File: src/rtl/program_loader.sv
// Switch-panel program loader: synchronises a load switch and a write button,
// writes bytes into program memory, then starts and supervises the computer.
module program_loader #(
    parameter int AW = 5,
    parameter int DW = 8
) (
    input  logic          clk,
    input  logic          rst_n,
    input  logic          load_en,
    input  logic [DW-1:0] in_data,
    input  logic          in_strobe,
    output logic [AW-1:0] mem_addr,
    output logic          mem_we,
    output logic [DW-1:0] mem_wdata,
    output logic          cpu_start,
    input  logic          cpu_halt,
    output logic [1:0]    state,
    output logic [AW:0]   load_count
);

    typedef enum logic [1:0] {
        IDLE = 2'b00,
        LOAD = 2'b01,
        RUN  = 2'b10,
        HALT = 2'b11
    } state_e;

    localparam logic [AW:0] FULL = {1'b1, {AW{1'b0}}};

    state_e        state_q;
    logic          len_s1_q;
    logic          len_s2_q;
    logic          stb_s1_q;
    logic          stb_s2_q;
    logic          stb_hist_q;
    logic          vld1_q;
    logic          vld2_q;
    logic          armed_q;
    logic          pend_q;
    logic [DW-1:0] data_q;
    logic [AW:0]   cnt_q;
    logic [AW-1:0] addr_q;
    logic [DW-1:0] wdata_q;
    logic          we_q;
    logic          start_q;

    logic          stb_evt;
    logic [AW+1:0] fill;
    logic          accept;

    // A strobe only counts once the synchroniser has seen the button
    // released after reset, so a button held through reset cannot write.
    assign stb_evt = stb_s2_q & ~stb_hist_q & armed_q;
    assign fill    = {1'b0, cnt_q} + {{(AW+1){1'b0}}, pend_q};
    assign accept  = stb_evt && (state_q == LOAD) && (fill < {1'b0, FULL});

    always_ff @(posedge clk or negedge rst_n) begin
        if (!rst_n) begin
            len_s1_q   <= 1'b0;
            len_s2_q   <= 1'b0;
            stb_s1_q   <= 1'b0;
            stb_s2_q   <= 1'b0;
            stb_hist_q <= 1'b0;
            vld1_q     <= 1'b0;
            vld2_q     <= 1'b0;
            armed_q    <= 1'b0;
        end else begin
            len_s1_q   <= load_en;
            len_s2_q   <= len_s1_q;
            stb_s1_q   <= in_strobe;
            stb_s2_q   <= stb_s1_q;
            stb_hist_q <= stb_s2_q;
            vld1_q     <= 1'b1;
            vld2_q     <= vld1_q;
            armed_q    <= armed_q | (vld2_q & ~stb_s2_q);
        end
    end

    always_ff @(posedge clk or negedge rst_n) begin
        if (!rst_n) begin
            state_q <= IDLE;
            pend_q  <= 1'b0;
            data_q  <= '0;
            cnt_q   <= '0;
            addr_q  <= '0;
            wdata_q <= '0;
            we_q    <= 1'b0;
            start_q <= 1'b0;
        end else begin
            we_q   <= 1'b0;
            pend_q <= accept;
            if (accept) begin
                data_q <= in_data;
            end
            unique case (state_q)
                IDLE: begin
                    start_q <= 1'b0;
                    if (len_s2_q) begin
                        state_q <= LOAD;
                        cnt_q   <= '0;
                        addr_q  <= '0;
                    end
                end
                LOAD: begin
                    // A pending write always finishes before any exit
                    if (pend_q) begin
                        we_q    <= 1'b1;
                        addr_q  <= cnt_q[AW-1:0];
                        wdata_q <= data_q;
                        cnt_q   <= cnt_q + 1'b1;
                    end else if (cnt_q == FULL) begin
                        state_q <= RUN;
                        start_q <= 1'b1;
                        addr_q  <= '0;
                    end else if (!len_s2_q && !accept) begin
                        addr_q <= '0;
                        if (cnt_q != '0) begin
                            state_q <= RUN;
                            start_q <= 1'b1;
                        end else begin
                            state_q <= IDLE;
                        end
                    end
                end
                RUN: begin
                    addr_q <= '0;
                    if (cpu_halt) begin
                        state_q <= HALT;
                        start_q <= 1'b0;
                    end
                end
                HALT: begin
                    start_q <= 1'b0;
                    if (len_s2_q) begin
                        state_q <= LOAD;
                        cnt_q   <= '0;
                        addr_q  <= '0;
                    end
                end
                default: begin
                    state_q <= IDLE;
                    start_q <= 1'b0;
                end
            endcase
        end
    end

    assign state      = state_q;
    assign load_count = cnt_q;
    assign mem_addr   = addr_q;
    assign mem_we     = we_q;
    assign mem_wdata  = wdata_q;
    assign cpu_start  = start_q;

endmodule

File: config.mk
export PLATFORM = sky130hd
export DESIGN_NAME = program_loader
export DESIGN_NICKNAME = d
export VERILOG_FILES = /design/src/rtl/program_loader.sv
export SDC_FILE = /design/constraint.sdc
export NUM_CORES = 1
export LEC_CHECK = 0
export CAP_MARGIN = 40
export CORE_MARGIN = 5
export CORE_UTILIZATION = 49
export DETAILED_ROUTE_END_ITERATION = 12
export PLACE_DENSITY = 0.78
export SLEW_MARGIN = 25
export SYNTH_ARGS = -nofsm -noshare
export SYNTH_HDL_FRONTEND = slang
export SYNTH_SLANG_ARGS = --single-unit
File: constraint.sdc
create_clock -name clk -period 2.3 [get_ports clk]
set_input_delay 0.46 -clock clk [delete_from_list [all_inputs] [get_ports clk]]
set_output_delay 0.46 -clock clk [all_outputs]
set_load 0.03 [all_outputs]
==> impl_metrics.env, run 1 <==
export IMPL_status="finished, final reports clean"
export IMPL_cts_sinks=40
export IMPL_crit_slowest_cell="clkdlybuf4s50_1"
export IMPL_cts_hold_buffers_added=0
export IMPL_tightest_slew_ps=602
export IMPL_peakVddDrop_mv=0.618
export IMPL_place_gp_congestion=0.741
export IMPL_max_stage_delay_ps=730
export IMPL_max_freq_ghz=0.482
export IMPL_synth_compound_area_share_pct=11.0
export IMPL_design_core_area_mm2=0.00331
export IMPL_grt_max_degree=41
export IMPL_grt_pass1_vias=1163
export IMPL_syn_nets=147
export IMPL_cp_top_family="buffers and inverters"
export IMPL_powerDensity_mw_per_mm2=1230
export IMPL_rsz0062_at_grt="false"
export IMPL_crit_path_cell_trace="clkdlybuf4s50_1"
export IMPL_synth_warning_count=0
export IMPL_clkLatencyLatePin_ps=350
export IMPL_die_width_um=68.1
export IMPL_gr_total_overflow=0
export IMPL_cts_resized=0
export IMPL_finalSetupViolCount=0
export IMPL_synth_mux_area_fraction_pct=13.0
export IMPL_yosysSeqAreaShare_pct=60.4
export IMPL_min_period_ps=2080
export IMPL_timing_hold_ws_ps=58.6
export IMPL_antenna_left=0
export IMPL_dieArea_mm2=0.00464
export IMPL_path_class="reg2out"
export IMPL_clockBufferDepth=2
export IMPL_tns_ps=0
export IMPL_rows=21
export IMPL_synth_area_per_cell_um2=12.7
export IMPL_slew_headroom_pct=59.5
export IMPL_start_kind="flop"
export IMPL_grt_pass1_wl_um=5330
export IMPL_clock_skew_ps=11.5
export IMPL_cts_buffers=5
export IMPL_vias_per_cell=5.23
export IMPL_finalHoldViolCount=0
export IMPL_crit_buf_inv=1
export IMPL_fin_nets=189
export IMPL_port_buffers=35
export IMPL_area_delta_synth_final_pct=30.4
export IMPL_post_cts_buffers=0
export IMPL_root_buffer="clkbuf_4"
export IMPL_hold_class="in2async"
export IMPL_cp_end_kind="primary output"
export IMPL_synthCells=130
export IMPL_num_vias=1145
export IMPL_synth_top_family_by_area="multiplexers"
export IMPL_crit_required_ps=1840
export IMPL_remaining_drc_errors=0
export IMPL_synth_cell_types=32
export IMPL_ios=36
export IMPL_drtIter0Drc=74
export IMPL_first_pass_iters=4
export IMPL_die_y_um=68.1
export IMPL_slew_violations=0
export IMPL_synthSimpleGateAreaFrac_pct=8.69
export IMPL_grt_total_usage_pct=15.8
export IMPL_wire_per_inst_um=14.3
export IMPL_post_dp_hpwl_um=2230
export IMPL_synth_xor_area_share_pct=0
export IMPL_antenna_found_initial=0
export IMPL_cp_max_fo=9
export IMPL_cts_htree_levels=2
export IMPL_syn_area_mm2=0.00166
export IMPL_cts_tree="built"
export IMPL_start_util_pct=50.0
export IMPL_critical_path_arrival_ps=1620
export IMPL_ys_ff_latch=40
export IMPL_final_layout_size_suffix_gt1_share_pct=20.2
export IMPL_fin_crit_sh_pct=90.3
export IMPL_drt_wl_total_um=3130
export IMPL_fill_cells=277
export IMPL_antenna_cells=0
export IMPL_cap_violations=0
export IMPL_leakagePower_nw=0.957
export IMPL_yosys_area_share_adder_pct=3.02
export IMPL_clk_pin_slew_ps=120
kinds of logic (layout without fill, tap and decap cells):
kind of cell | after synthesis | count (layout)
mux | 19 | 19
simple gates | 28 | 28
buf+inv | 13 | 56
flops | 40 | 40
fa+ha+maj | 4 | 4
compound gates | 25 | 25
other cells | 1 | 1
placed cells by master (no fill, tap or decap), types with 3 or more instances in the layout:
cell,count
o21ai_0,4
ha_1,4
dfrtp_1,40
clkdlybuf4s50_1,34
a22o_1,4
mux2_2,16
a21oi_1,5
nand3_1,3
o31ai_1,3
nand2_1,10
nor3_1,3
inv_1,9
clkbuf_4,5
nor2_1,5
buf_4,3
cell type report:
class | instances | area, um^2 | share of cell area, %
sequential | 40 | 1000 | 46.3
timing repair buffer | 39 | 395 | 18.3
tap | 46 | 57.6 | 2.67
multi-input combinational | 77 | 596 | 27.6
clock buffer | 6 | 41.3 | 1.91
inverter | 9 | 33.8 | 1.56
clock inverter | 2 | 35.0 | 1.62
metrics by stage:
step	utilization, %	setup slack, ps	total power [mW]	area (um^2)	instances
6_report	65.2	224	2.66	2160	219
2_1_floorplan	-	313	1.83	1660	130
4_1_cts	64.4	208	2.68	2130	218
5_1_grt	65.2	146	2.84	2160	219
3_3_place_gp	62.1	356	2.18	2060	210
3_5_place_dp	62.1	282	2.22	2060	210
path summary, 6_finish.rpt:
kind                       slack (ps)          start  cells after the start            end
max                               220  load_count[3]                      1  load_count[3]
min                                60          rst_n                      1  load_count[5]
max reg2reg                       300       state[1]                      8       state[1]
min reg2reg                       360         vld1_q                      0         vld2_q
max in group asynchronous        1760          rst_n                      2       stb_s2_q
min in group clk                  360         vld1_q                      0         vld2_q
cell usage after synthesis (all sizes together):
library cell | count | area [um^2]
dfrtp | 40 | 1000
mux2 | 17 | 195
nand2 | 10 | 37.5
inv | 9 | 33.8
o21ai | 6 | 37.5
a21oi | 5 | 25.0
a22o | 5 | 45.0
nor2 | 5 | 18.8
buf | 4 | 26.3
ha | 4 | 50.1
nand3 | 3 | 15.0
nor3 | 3 | 15.0
o31ai | 3 | 22.5
mux2i | 2 | 20.0
o21a | 2 | 16.3
a21o | 1 | 7.51
a41oi | 1 | 8.76
and2 | 1 | 6.26
and2b | 1 | 7.51
and3 | 1 | 6.26
conb | 1 | 3.75
nor2b | 1 | 6.26
nor4bb | 1 | 10.0
o32a | 1 | 11.3
o41ai | 1 | 8.76
or2b | 1 | 7.51
or4b | 1 | 13.8
sequential cells by signal (all words and copies together), names as in the netlist:
register,count
mem_we,1
mem_wdata,8
armed_q,1
len_s1_q,1
state,2
mem_addr,5
vld2_q,1
stb_hist_q,1
pend_q,1
len_s2_q,1
stb_s2_q,1
data_q,8
load_count,6
cpu_start,1
stb_s1_q,1
vld1_q,1
report_power, final:
group          switching [mW]  total [mW]  internal, mW
Sequential              0.142        1.04         0.903
Combinational           0.619        1.16         0.546
Clock                   0.225       0.453         0.228
Total                   0.986        2.66          1.68
per-layer routing:
layer	global-route usage (%)	wire length, um	up-vias
met3	6.40	217	5
met2	24.7	1450	33
li1	-	-	536
met4	6.45	34	0
met5	0	0	-
met1	19.3	1430	571
No activity file was read; power rests on OpenSTA's default activity.
==> inputs of run 2 (changes only) <==
--- a/config.mk
+++ b/config.mk
@@ -9,6 +9,7 @@
 export CORE_MARGIN = 5
 export CORE_UTILIZATION = 49
 export DETAILED_ROUTE_END_ITERATION = 12
+export GPL_ROUTABILITY_DRIVEN = 0
 export PLACE_DENSITY = 0.78
 export SLEW_MARGIN = 25
 export SYNTH_ARGS = -nofsm -noshare
==> results of run 2 <==
Same layout as run 1: the final DEF is identical, and so are final timing and power.
